--- src/rtl/pipe_stage_fifo_pkg.sv ---
// Shared definitions for the elastic pipeline stage: default sizing, per-cycle
// operation encoding and the width helpers used to size pointers and occupancy.
package pipe_stage_fifo_pkg;

    localparam int unsigned PIPE_STAGE_DEPTH_DEFAULT  = 2;
    localparam int unsigned PIPE_STAGE_DATA_W_DEFAULT = 64;

    // What the buffer does on a given cycle; flush outranks any transfer.
    typedef enum logic [2:0] {
        OP_IDLE  = 3'd0,
        OP_PUSH  = 3'd1,
        OP_POP   = 3'd2,
        OP_BOTH  = 3'd3,
        OP_FLUSH = 3'd4
    } fifo_op_e;

    // A DEPTH=1 buffer still carries a 1-bit pointer that never moves.
    function automatic int unsigned ptr_width(input int unsigned depth);
        return (depth > 1) ? $clog2(depth) : 1;
    endfunction

    function automatic int unsigned cnt_width(input int unsigned depth);
        return $clog2(depth + 1);
    endfunction

    function automatic fifo_op_e decode_op(input logic flush, input logic push, input logic pop);
        if (flush) begin
            return OP_FLUSH;
        end
        case ({push, pop})
            2'b10:   return OP_PUSH;
            2'b01:   return OP_POP;
            2'b11:   return OP_BOTH;
            default: return OP_IDLE;
        endcase
    endfunction

endpackage

--- src/rtl/pipe_stage_fifo.sv ---
// Elastic pipeline stage: valid/ready handshake in front of a DEPTH-entry
// circular buffer, with an unconditional redirect flush.
module pipe_stage_fifo
    import pipe_stage_fifo_pkg::*;
#(
    parameter int unsigned DATA_W         = PIPE_STAGE_DATA_W_DEFAULT,
    parameter int unsigned DEPTH          = PIPE_STAGE_DEPTH_DEFAULT,
    parameter bit          REG_READY      = 1'b1,
    parameter bit          CLEAR_ON_FLUSH = 1'b1,
    localparam int unsigned CNT_W         = cnt_width(DEPTH)
) (
    input  logic              clock,
    input  logic              reset,
    input  logic              flush,
    input  logic              in_valid,
    output logic              in_ready,
    input  logic [DATA_W-1:0] in_data,
    output logic              out_valid,
    input  logic              out_ready,
    output logic [DATA_W-1:0] out_data,
    output logic [CNT_W-1:0]  occupancy
);

    localparam int unsigned      PTR_W    = ptr_width(DEPTH);
    localparam logic [PTR_W-1:0] LAST_PTR = PTR_W'(DEPTH - 1);
    localparam logic [CNT_W-1:0] FULL_CNT = CNT_W'(DEPTH);

    logic [DATA_W-1:0] mem_q [DEPTH];
    logic [DATA_W-1:0] mem_d [DEPTH];
    logic [PTR_W-1:0]  wr_ptr_q, wr_ptr_d;
    logic [PTR_W-1:0]  rd_ptr_q, rd_ptr_d;
    logic [CNT_W-1:0]  count_q, count_d;

    logic     full;
    logic     empty;
    logic     push;
    logic     pop;
    fifo_op_e op;

    function automatic logic [PTR_W-1:0] ptr_inc(input logic [PTR_W-1:0] ptr);
        return (ptr == LAST_PTR) ? '0 : ptr + PTR_W'(1);
    endfunction

    // Handshake: flush and reset both close the stage for the current cycle.
    always_comb begin
        full  = (count_q == FULL_CNT);
        empty = (count_q == '0);

        if (reset || flush) begin
            in_ready = 1'b0;
        end else if (REG_READY) begin
            in_ready = !full;
        end else begin
            in_ready = !full || out_ready;
        end

        out_valid = !reset && !flush && !empty;
        out_data  = reset ? '0 : mem_q[rd_ptr_q];
        occupancy = reset ? '0 : count_q;

        push = in_valid && in_ready;
        pop  = out_valid && out_ready;
        op   = decode_op(flush, push, pop);
    end

    // Next state of storage, pointers and count.
    always_comb begin
        mem_d    = mem_q;
        wr_ptr_d = wr_ptr_q;
        rd_ptr_d = rd_ptr_q;
        count_d  = count_q;

        case (op)
            OP_FLUSH: begin
                wr_ptr_d = '0;
                rd_ptr_d = '0;
                count_d  = '0;
                if (CLEAR_ON_FLUSH) begin
                    for (int unsigned i = 0; i < DEPTH; i++) begin
                        mem_d[i] = '0;
                    end
                end
            end
            OP_PUSH: begin
                mem_d[wr_ptr_q] = in_data;
                wr_ptr_d        = ptr_inc(wr_ptr_q);
                count_d         = count_q + CNT_W'(1);
            end
            OP_POP: begin
                rd_ptr_d = ptr_inc(rd_ptr_q);
                count_d  = count_q - CNT_W'(1);
            end
            OP_BOTH: begin
                mem_d[wr_ptr_q] = in_data;
                wr_ptr_d        = ptr_inc(wr_ptr_q);
                rd_ptr_d        = ptr_inc(rd_ptr_q);
            end
            default: begin
            end
        endcase
    end

    // Reset always clears storage, independent of CLEAR_ON_FLUSH.
    always_ff @(posedge clock) begin
        if (reset) begin
            for (int unsigned i = 0; i < DEPTH; i++) begin
                mem_q[i] <= '0;
            end
            wr_ptr_q <= '0;
            rd_ptr_q <= '0;
            count_q  <= '0;
        end else begin
            for (int unsigned i = 0; i < DEPTH; i++) begin
                mem_q[i] <= mem_d[i];
            end
            wr_ptr_q <= wr_ptr_d;
            rd_ptr_q <= rd_ptr_d;
            count_q  <= count_d;
        end
    end

    a_count_bound: assert property (@(posedge clock) disable iff (reset)
        count_q <= FULL_CNT);
    a_wr_ptr_bound: assert property (@(posedge clock) disable iff (reset)
        wr_ptr_q <= LAST_PTR);
    a_rd_ptr_bound: assert property (@(posedge clock) disable iff (reset)
        rd_ptr_q <= LAST_PTR);
    a_valid_nonempty: assert property (@(posedge clock) disable iff (reset)
        out_valid |-> (count_q != '0));

endmodule

--- config.mk ---
export PLATFORM = sky130hd
export DESIGN_NAME = pipe_stage_fifo
export DESIGN_NICKNAME = d
export VERILOG_FILES = /design/src/rtl/pipe_stage_fifo_pkg.sv /design/src/rtl/pipe_stage_fifo.sv
export SDC_FILE = /design/constraint.sdc
export NUM_CORES = 1
export LEC_CHECK = 0
export BUFFER_PORTS_ARGS = -buffer_cell sky130_fd_sc_hd__buf_2
export CORE_AREA = 8 8 139 141
export DETAILED_ROUTE_END_ITERATION = 7
export DIE_AREA = 0 0 147 149
export PLACE_DENSITY = 0.69
export SYNTH_ARGS = -nofsm -noshare
export SYNTH_HDL_FRONTEND = slang
export SYNTH_SLANG_ARGS = --single-unit
export TNS_END_PERCENT = 5
--- constraint.sdc ---
create_clock -name clock -period 3.1 [get_ports clock]
set_input_delay 0.31 -clock clock [delete_from_list [all_inputs] [get_ports clock]]
set_output_delay 0.31 -clock clock [all_outputs]
set_load 0.005 [all_outputs]
Word level (Yosys, flattened, before mapping) --
Cells that the tools add are included.
Storage, ports and cells: register bits 132, input bits 69, word-level logic and storage cells 57, output and inout bits 68
Operators by class: equal/unequal tests 8, magnitude comparators 3, reduce and logical (&&, ||, !) cells 16, bitwise gates (word level) 2, multiplexer cells 19, add/sub/neg operators 4
Operators by type and width (number):
- 64-bit 2-to-1 mux | 5
- 128-bit one-hot mux with 2 select lines | 1
- 128-bit bitwise mux | 1
- 64-bit demux with 1-bit select | 1
- 2-bit one-hot mux with 3 select lines | 2
- 2-bit == test, second input constant | 3
- 3-bit by 2-bit == test with 1-bit output, second input constant | 2
- 3-bit 2-to-1 mux | 2
- 1-bit logical AND | 5
- 2-bit greater-or-equal comparator, second input constant | 2
- 1-bit logical NOT | 4
- 1-bit 2-to-1 mux | 4
- 1-bit NOT with 2-bit output | 2
- 1-bit one-hot mux with 2 select lines | 2
- 2-bit nonzero test | 2
- 2-bit OR reduction | 2
- 3-bit by 1-bit == test with 1-bit output, second input constant | 1
- 3-bit == test, second input constant | 1
- 3-bit nonzero test | 1
- 1-bit adder, second input constant | 2
- 2-bit by 1-bit adder with 2-bit output, second input constant | 1
- 2-bit by 1-bit == test with 1-bit output, second input constant | 1
- 2-bit logical NOT | 1
- 2-bit by 1-bit less-than comparator with 1-bit output, second input constant | 1
- other kinds (3) | 3

Logic depth before layout (Yosys ltp) --
Gate-level depths: netlist of the first run.
depth after elaboration 10, depth in mapped cells 6, gate-level depth less buffers 3

Worst setup path after synthesis of the first run --
OpenSTA, ideal clock, no wires.
kind input to register, from in reset, to reg mem_q[100] (netlist name), arrival 1732 ps, path buffers 3, slack 1247 ps, library setup time 121 ps, data required time 2979 ps, cell stages on the path 6, path through or2_1 buf_2 or4_1 buf_6 buf_6 mux2_4
Between the ends: cells in the longest elaborated chain, start to end 10, elaborated cells between the ends (all ways) 18, classes of those cells eq/ne (6); mux (4); reduce/logical (8)
Ends and longest elaborated chain:
- from (decl) | RTL line pipe_stage_fifo.sv:13 | input logic reset,
- 1-bit logical NOT | RTL line pipe_stage_fifo.sv:57 | out_valid = !reset && !flush && !empty;
- 1-bit logical AND (2 in a row) | RTL line pipe_stage_fifo.sv:57
- 1-bit logical AND | RTL line pipe_stage_fifo.sv:62 | pop = out_valid && out_ready;
- 2-bit == test or 2-bit by 1-bit == test with 1-bit output (tied branches) | RTL line pipe_stage_fifo_pkg.sv:30 | case ({push, pop})
- 2-bit one-hot mux with 3 select lines | RTL line pipe_stage_fifo_pkg.sv:30
- 3-bit 2-to-1 mux | RTL line pipe_stage_fifo_pkg.sv:30
- 3-bit by 1-bit == test with 1-bit output or 3-bit by 2-bit == test with 1-bit output (tied branches) | RTL line pipe_stage_fifo.sv:73 | case (op)
- 2-bit OR reduction (no source line)
- 128-bit one-hot mux with 2 select lines or 2-bit nonzero test (tied branches)
- to (signal, indexed assignment) | RTL line pipe_stage_fifo.sv:114 | mem_q[i] <= mem_d[i];
- to (decl) | RTL line pipe_stage_fifo.sv:28 | logic [DATA_W-1:0] mem_q [DEPTH];
Several ways; a longest one is shown, not always the timed one. A chain may end at the register's enable or synchronous reset.

Final worst setup path of the first run --
from reg count_q[1], to out in_ready
Between the ends: cells in the longest elaborated chain, start to end 3
Ends and longest elaborated chain:
- from (decl) | RTL line pipe_stage_fifo.sv:32 | logic [CNT_W-1:0] count_q, count_d;
- from (signal assigned) | RTL line pipe_stage_fifo.sv:118 | count_q <= count_d;
- 2-bit == test | RTL line pipe_stage_fifo.sv:46 | full = (count_q == FULL_CNT);
- 1-bit logical NOT
- 1-bit 2-to-1 mux | RTL line pipe_stage_fifo.sv:49 | if (reset || flush) begin
- to (decl) | RTL line pipe_stage_fifo.sv:16 | output logic in_ready,
No other way between the ends.

==> results.yml, run 1 <==
sta:
  max_freq_ghz: 0.420
  fin_crit_ns: 2.38
  skew_ns: 0.00995
  hold_slack_ns: 0.128
  rsz0062_at_grt: "false"
  report.final.slew_viol_count: 0
  fin_crit_sh: 0.768
  tns_ns: 0
  worst_pin_slew_ns: 0.845
  hold_viol: 0
  finalSetupViolCount: 0
  slew_headroom: 0.436
cts:
  cts.path.max_buffers: 2
  cts-root-buf: "clkbuf_16"
  insertion_delay_ns: 0.42
  post_cts_resize_count: 0
  cts_tree: "done"
  h-tree-depth: 4
  cts-buffers-inserted: 17
  ctsHoldBuffers: 0
  clk_pin_slew_ns: 0.06
  post-cts-setup-buffer-count: 0
  clock-sinks: 132
finish:
  fin_cells: 1014
  nNetsFinal: 845
  fin_util: 0.471
  fillers: 1666
  seq_area_um2: 2650
  antenna_cells: 0
  syn_to_final_growth_pct: 20.2
  multi_input_comb_area_um2: 3670
  drive_above_1_share: 0.318
synthesis:
  syn_area_um2: 6680
  synthSimpleGateAreaFrac: 0.180
  yosys_register_bits: 132
  synth_area_leaders: "dfxtp_1 40%, mux2_4 13%, mux2i_1 9.7%"
  syn-num-nets: 761
  synth_ff_type: "dfxtp_1"
  synth_cell_type_count: 25
  ys_async_sr_fraction: 0
  synth_top_family_by_area: "multiplexers"
  synth_fa_ha_area_frac: 0
  synth_xor_area_frac: 0.00131
  yosysWarnings: 0
  synth_top_area_share: 0.396
  ys_top_cells_by_count: "132 x dfxtp_1, 68 x a21oi_1, 68 x nor2_1"
  synthMuxAreaShare: 0.239
  synth_area_leader_cell: "dfxtp_1"
  synth_edf_count: 0
  syn_avg_cell_area_um2: 9.65
  syn_inst: 692
  synth_compound_area_frac: 0.127
  yosysMostFrequentCell: "dfxtp_1"
  seq_area_frac_synth: 0.396
floorplan:
  coreArea_um2: 17100
  die_area_um2: 21900
  die_width_um: 147
  start_util: 0.392
  num_rows: 48
  ios: 137
  die_y_um: 149
route:
  drt-initial-drc-count: 361
  drtPass1Iterations: 4
  drcViolationCount: 0
  ant_nets: 0
  routed-via-count: 5645
  wl_per_cell_um: 18.7
  via_per_inst: 5.57
  routed_wl_um: 19000
global_route:
  grt.overflow.total: 0
  grt_pass1_vias: 5764
  grt_usage: 0.172
  antenna_found_initial: 1
  grt_max_degree: 77
  grt_pass1_wl_um: 30700
job:
  cap_viol_max_count: 0
critical_path:
  worstPathCellList: "nor2b_4 > buf_4 > nor2_1 > buf_2"
  worstPathRequired_ns: 2.79
  startpoint_type: "flop"
  path_delay_family: "buffers and inverters"
  worstSetupPathDepth: 4
  critPathKind: "flop to output pin"
  reg2regPathDepth: 3
  critPathBufInv: 2
  cp_max_fo: 66
  cpMaxStageDelayCell: "buf_4"
  cp_slowest_stage_delay_ns: 0.66
  cp-end-kind: "output pin"
  crit_arrival_ns: 2.07
placement:
  place_congestion: 0.720
  place_hpwl_um: 11200
  port_buffers: 136
  place_inst: 982
hold_path:
  hold-path-cell-count: 2
  min_path_type: "input port to flop"
run_status:
  status: "completed"
pwr:
  p_total_uw: 4100
  ir_drop_v: 0.000399
  cellPowerDensity_nw_per_um2: 511
  p_leak_uw: 0.00311
## through the flow
stage,worst slack (ns),area [µm²]
CTS,0.723,8030
global route,0.610,8030
detailed placement,0.791,7450
global placement,0.805,7450
finish,0.719,8030
floorplan,1.25,6680
## state kept, by name, summed over array words and instances, names as in the netlist
name,count
count_q,2
wr_ptr_q,1
mem_q,128
rd_ptr_q,1
## logic make-up after synthesis
family,Yosys count
xor+xnor,1
mux,129
flops,132
buf+inv,88
compound gates,136
simple gates,206
## layout by cell type (no fill, tap or decap), types with 2 or more instances in the layout
| master | netlist | routed |
|---|---|---|
| clkbuf_16 | 0 | 17 |
| nor3b_1 | 65 | 65 |
| nor2_1 | 68 | 68 |
| buf_2 | 1 | 135 |
| clkinv_4 | 0 | 2 |
| bufinv_16 | 0 | 2 |
| mux2i_1 | 65 | 65 |
| o31ai_1 | 64 | 64 |
| nand4_1 | 64 | 64 |
| buf_4 | 0 | 12 |
| nor2b_1 | 3 | 2 |
| mux2_1 | 4 | 4 |
| a21oi_1 | 68 | 68 |
| buf_12 | 0 | 4 |
| mux2_4 | 60 | 60 |
| clkinvlp_4 | 0 | 4 |
| dfxtp_1 | 132 | 130 |
| inv_2 | 2 | 2 |
| clkinv_2 | 0 | 6 |
## power breakdown
part	total [µW]	switching [µW]	internal, µW
clock	1970	770	1200
sequential	1760	26.6	1740
combinational	371	217	153
total	4100	1010	3090
## area by class of cell
class / instances / share of cell area
Multi-Input combinational cell: 472 / 0.457
Clock buffer: 18 / 0.0547
Clock inverter: 14 / 0.0171
Timing Repair Buffer: 151 / 0.105
Sequential cell: 132 / 0.330
Tap cell: 225 / 0.0351
Inverter: 2 / 0.000935
## layer usage
layer | vias up | part of all wire | track usage
li1 | 2726 | - | -
met1 | 2720 | 0.45 | 0.211
met2 | 168 | 0.47 | 0.291
met3 | 29 | 0.057 | 0.0440
met4 | 2 | 0.015 | 0.0535
met5 | - | 0.00053 | 0
## worst paths after layout
check / startpoint / endpoint / slack [ns]
max: count_q[1]$_SDFFE_PP0P_ / in_ready / 0.72
min: in_data[2] / mem_q[66]$_SDFFE_PP0P_ / 0.13
max reg2reg: wr_ptr_q$_SDFFE_PP0P_ / mem_q[65]$_SDFFE_PP0P_ / 1.00
min reg2reg: mem_q[48]$_SDFFE_PP0P_ / mem_q[48]$_SDFFE_PP0P_ / 0.47
Note: power is estimated with default switching activity, not from simulation.
==> run 2: changes to the inputs <==
Settings changed: ABC_AREA from default to 1, CORE_AREA 8 8 139 141 to 8 8 134 136, DIE_AREA 0 0 147 149 to 0 0 142 144, PLACE_DENSITY 0.69 to 0.7.
Clock period 3.1 ns to 2.3 ns, I/O delays scaled along.
==> run 2 against run 1 <==
Via count up 1.2%. Final cell count grew 14%. Wire length is 10% lower. Setup slack lost 0.41 ns. Final area down 6.0%. Power increased by 50%. Global-route usage shrank 0.15 points. First-iteration DRC count rose by 6.6%. Non-clock buffer count up 3. Synthesized cell count grew 18%. Critical path depth unchanged. Hold slack got worse by 0.11 ns. Critical path type unchanged.
==> results.yml, run 2 <==
synthesis:
  syn_avg_cell_area_um2: 7.53
  syn-num-nets: 888
  synth_cell_type_count: 22
  synth_area_leaders: "dfxtp_1 43%, nand3_1 11%, nand2_1 9.3%"
  ys_top_cells_by_count: "152 x nand2_1, 132 x dfxtp_1, 132 x nand3_1"
  synth_area_leader_cell: "dfxtp_1"
  yosysMostFrequentCell: "nand2_1"
  ys_async_sr_fraction: 0
  synth_top_area_share: 0.428
  yosys_register_bits: 132
  synth_edf_count: 0
  syn_area_um2: 6170
  seq_area_frac_synth: 0.428
  yosysWarnings: 0
  syn_inst: 819
  synth_ff_type: "dfxtp_1"
critical_path:
  worstPathCellList: "buf_4 > o21ai_0 > nor2_1 > buf_2"
  startpoint_type: "flop"
  critPathBufInv: 2
  crit_arrival_ns: 1.76
  cpMaxStageDelayCell: "dfxtp_2"
  cp_slowest_stage_delay_ns: 0.60
  cp-end-kind: "output pin"
  worstPathRequired_ns: 2.07
  cp_max_fo: 19
  critPathKind: "flop to output pin"
  path_delay_family: "flip-flops"
sta:
  skew_ns: 0.00638
  rsz0062_at_grt: "false"
  max_freq_ghz: 0.502
  slew_headroom: 0.599
  fin_crit_sh: 0.866
  finalSetupViolCount: 0
  hold_viol: 0
  worst_pin_slew_ns: 0.602
  fin_crit_ns: 1.99
  tns_ns: 0
  report.final.slew_viol_count: 0
  setup_ws_ns: 0.308
floorplan:
  ios: 137
  start_util: 0.384
  die_area_um2: 20400
  coreArea_um2: 16100
  num_rows: 47
  die_y_um: 144
  die_width_um: 142
cts:
  cts-root-buf: "clkbuf_16"
  post-cts-setup-buffer-count: 0
  cts.path.max_buffers: 2
  post_cts_resize_count: 0
  h-tree-depth: 4
  clk_pin_slew_ns: 0.06
  clock-sinks: 132
  cts_tree: "done"
  insertion_delay_ns: 0.42
  ctsHoldBuffers: 0
  cts-buffers-inserted: 17
route:
  routed_wl_um: 17000
  via_per_inst: 4.95
  drtPass1Iterations: 5
  drcViolationCount: 0
  ant_nets: 0
  drt-initial-drc-count: 385
  routed-via-count: 5713
  wl_per_cell_um: 14.7
finish:
  drive_above_1_share: 0.328
  syn_to_final_growth_pct: 22.3
  nNetsFinal: 991
  final_common_cell: "nand2_1"
  layout_common_cells: "152 x nand2_1, 135 x buf_2, 132 x nand3_1, 131 x nor2_1, 130 x dfxtp_1"
  top_register: "mem_q"
  top_regs: "mem_q: 128 flops, count_q: 2 flops"
  largest_reg_flops: 128
job:
  cap_viol_max_count: 0
global_route:
  grt.overflow.total: 0
  grt_pass1_vias: 5631
  use_met3: 0.0423
  grt_usage: 0.171
  grt_max_degree: 71
  grt_busiest_layer: "met2"
  antenna_found_initial: 2
  use_met1: 0.207
  grt_pass1_wl_um: 27900
  use_met2: 0.279
pwr:
  p_total_uw: 6150
  cellPowerDensity_nw_per_um2: 816
  p_leak_uw: 0.00352
  ir_drop_v: 0.000476
placement:
  dp_slack_ns: 0.646
  place_congestion: 0.726
  place_hpwl_um: 10600
  port_buffers: 136
hold_path:
  min_path_type: "input port to flop"
run_status:
  status: "completed"
run 2: cell types whose count changed after synthesis, moves of 64 or more:
cell / change
nand3_1: +131
mux2i_1: -65
o21ai_0: +64
nand4_1: -64
o31ai_1: -64
nor3b_1: -65
nand2_1: +152
run 2: cells by family after synthesis:
logic type	count (synthesis)	synth area share
simple gates	473	0.345
compound gates	133	0.146
flops	132	0.428
buf+inv	81	0.0799
run 2: routing by layer:
layer | vias up | part of all wire
li1 | 2876 | -
met1 | 2653 | 0.44
met2 | 159 | 0.48
met3 | 25 | 0.061
met4 | 0 | 0.021
met5 | - | 0
run 2: layout make-up:
| class | count | area [µm²] |
|---|---|---|
| Multi-Input combinational cell | 606 | 3040 |
| Fill cell | 1646 | 8510 |
| Clock inverter | 10 | 180 |
| Inverter | 11 | 42.5 |
| Timing Repair Buffer | 154 | 893 |
| Sequential cell | 132 | 2650 |
| Antenna cell | 2 | 5.00 |
| Tap cell | 220 | 275 |
| Clock buffer | 20 | 457 |
run 2: path summary, 6_finish.rpt:
path              depth (start not counted)                     end                     from  slack (ns)
hold reg to reg                           2  mem_q[66]$_SDFFE_PP0P_   mem_q[66]$_SDFFE_PP0P_        0.46
hold / removal                            2  mem_q[71]$_SDFFE_PP0P_                    reset        0.02
setup reg to reg                          7  mem_q[99]$_SDFFE_PP0P_  count_q[0]$_SDFFE_PP0P_        0.65
setup / recovery                          4            out_data[23]    rd_ptr_q$_SDFFE_PP0P_        0.31
run 2: report_power, final:
group,switching (µW),total [µW],leakage (µW),internal (µW)
Sequential,38.3,2380,0.00107,2350
Clock,994,2960,0.000308,1960
Combinational,542,813,0.00214,271
Total,1570,6150,0.00352,4580
run 2: stage by stage:
stage                     cell area (µm²)   util  hold WS [ns]  instances
after floorplan                      6170      -         0.372        819
after global placement               6900  0.430         0.444       1123
after detailed placement             6900  0.430         0.450       1123
after CTS                            7540  0.469      0.000641       1153
after global routing                 7540  0.470       0.00562       1155
final                                7540  0.470        0.0168       1155
==> run 3: changes to the inputs <==
--- a/config.mk
+++ b/config.mk
@@ -8,8 +8,9 @@
 export ABC_AREA = 1
 export BUFFER_PORTS_ARGS = -buffer_cell sky130_fd_sc_hd__buf_2
-export CORE_AREA = 8 8 134 136
+export CORE_AREA = 2 2 128 130
 export DETAILED_ROUTE_END_ITERATION = 7
-export DIE_AREA = 0 0 142 144
+export DIE_AREA = 0 0 130 132
 export PLACE_DENSITY = 0.7
+export RECOVER_POWER = 100
 export SYNTH_ARGS = -nofsm -noshare
 export SYNTH_HDL_FRONTEND = slang
==> constraint.sdc (replaced) <==
create_clock -name clock -period 2.3 [get_ports clock]
set_input_delay 0.115 -clock clock [delete_from_list [all_inputs] [get_ports clock]]
set_output_delay 0.115 -clock clock [all_outputs]
set_load 0.005 [all_outputs]
==> run 3 against run 2 <==
Final cell count rose by 4.6%. Critical path depth up 1. Non-clock buffer count grew 58. Maximum frequency is 2.0% lower. Global-route usage increased by 2.7 points. Power is 6.7% lower. Flip-flop and latch count unchanged. Setup slack worse by 0.040 ns. First-iteration DRC count is 3.9% lower. Register-to-register slack got worse by 0.31 ns. Sequential share of layout area fell by 1.3 points. Largest cell class unchanged. Highest routed layer unchanged.
==> results.yml, run 3 (synthesis results as in run 2) <==
floorplan:
  num_rows: 46
  die_y_um: 132
  die_width_um: 130
  coreArea_um2: 15700
  ios: 137
  start_util: 0.392
  die_area_um2: 17200
pwr:
  seqPwrFrac: 0.414
  p_leak_uw: 0.00348
  ir_drop_v: 0.000514
  p_int_uw: 4140
  swShare: 0.278
  cellPowerDensity_nw_per_um2: 733
  clockPowerShare: 0.438
  p_switching_uw: 1590
  pwr-share-comb: 0.147
finish:
  fillers: 1610
  top_regs: "mem_q: 128 flops, count_q: 2 flops"
  nNetsFinal: 1049
  largest_reg_flops: 128
  syn_to_final_growth_pct: 26.9
  final_common_cell: "nand2_1"
  layout_common_cells: "152 x nand2_1, 132 x nor2_1, 132 x nand3_1, 131 x dfxtp_1, 73 x buf_2"
  drive_above_1_share: 0.228
  top_register: "mem_q"
  antenna_cells: 0
critical_path:
  cp_slowest_stage_delay_ns: 0.41
  crit_arrival_ns: 1.92
  path_delay_family: "buffers and inverters"
  cp_max_fo: 19
  worstPathRequired_ns: 2.18
  cp_common_cell: "nor2_1"
  critPathBufInv: 3
  critPathKind: "flop to output pin"
  cpMaxStageDelayCell: "inv_1"
  startpoint_type: "flop"
  cp-end-kind: "output pin"
  timing.rr.start: "count_q[0]$_SDFFE_PP0P_"
  critical_path.startpoint: "rd_ptr_q$_SDFFE_PP0P_"
  worstPathCellList: "inv_1 > buf_4 > nor2_1 > nor2_1 > clkbuf_1"
global_route:
  grt_usage: 0.198
  antenna_found_initial: 0
  grt.overflow.total: 0
  grt_pass1_vias: 5568
  grt_max_degree: 131
  grt_pass1_wl_um: 27500
sta:
  fin_crit_ns: 2.03
  report.final.slew_viol_count: 0
  skew_ns: 0.00736
  finalSetupViolCount: 0
  max_freq_ghz: 0.492
  rsz0062_at_grt: "false"
  fin_crit_sh: 0.883
  hold_slack_ns: 0.0822
  worst_pin_slew_ns: 0.951
  tns_ns: 0
  hold_viol: 0
  slew_headroom: 0.366
route:
  drcViolationCount: 0
  routed-via-count: 5880
  ant_nets: 0
  drtPass1Iterations: 4
  via_per_inst: 4.87
  drt-initial-drc-count: 370
  wl_per_cell_um: 14.0
  routed_wl_um: 17000
placement:
  place_congestion: 0.754
  place_hpwl_um: 9460
  port_buffers: 136
cts:
  cts_tree: "done"
  cts.path.max_buffers: 2
  cts-buffers-inserted: 17
  cts-root-buf: "clkbuf_16"
  clock-sinks: 132
  insertion_delay_ns: 0.42
  h-tree-depth: 4
  post_cts_resize_count: 0
  post-cts-setup-buffer-count: 0
  clk_pin_slew_ns: 0.05
job:
  cap_viol_max_count: 0
hold_path:
  min-delay-start: "out_ready"
  min_path_type: "input port to flop"
run_status:
  status: "completed"
-- run 3: changes by cell type in the layout (fill, tap and decap cells not counted), sizes merged --
cell / previous run / this run
diode: 2 / 0
buf: 154 / 84
bufinv: 5 / 1
clkbuf: 20 / 82
clkinv: 4 / 7
dlygate4sd3: 0 / 64
clkinvlp: 2 / 6
-- run 3: routing by layer --
metal	wire length, µm	global-route usage
met1	7950	0.263
met2	8000	0.321
met3	843	0.0450
met4	180	0.0556
met5	0	0
-- run 3: power by group through the flow --
stage               registers [µW]  clock network, µW  logic (µW)
global route                  2380               2660         936
finish                        2380               2510         846
floorplan                     2420                  0         558
CTS                           2380               2570         885
global placement              2430                  0         798
detailed placement            2430                  0         800
-- run 3: timing repair --
item                                    CTS  global route
hold endpoints to repair                128             0
hold buffers                             64             0
endpoints found under the setup margin    0             0
-- run 3: worst paths after layout --
| path | endpoint | slack [ns] | depth (start not counted) |
|---|---|---|---|
| worst max-delay path | out_data[8] | 0.27 | 5 |
| worst min-delay path | rd_ptr_q$_SDFFE_PP0P_ | 0.08 | 3 |
| worst max register to register | mem_q[126]$_SDFFE_PP0P_ | 0.34 | 7 |
| worst min register to register | mem_q[67]$_SDFFE_PP0P_ | 0.46 | 2 |
-- run 3: cell type report --
cell class              count  area [µm²]  area share
multi-input cells         606        2930       0.374
flip-flops and latches    132        2640       0.338
repair buffers            212        1390       0.178
clock buffers              18         439      0.0561
well taps                 216         270      0.0345
clock inverters            13         113      0.0144
inverters                  11        42.5     0.00544
-- run 3: metrics by stage --
stage	worst slack, ns	utilization	power (µW)	cells	instance area (µm²)
after floorplan	1.01	-	2980	819	6170
after global placement	0.476	0.434	3230	1113	6830
after detailed placement	0.446	0.434	3230	1113	6830
after CTS	0.423	0.510	5830	1208	8020
after global routing	0.139	0.498	5980	1208	7830
final	0.268	0.498	5740	1208	7830
-- run 3: tightest hold or removal path, stage by stage --
cell,delay [ns]
buf_2,0.10
nand3_1,0.13
a211oi_1,0.10
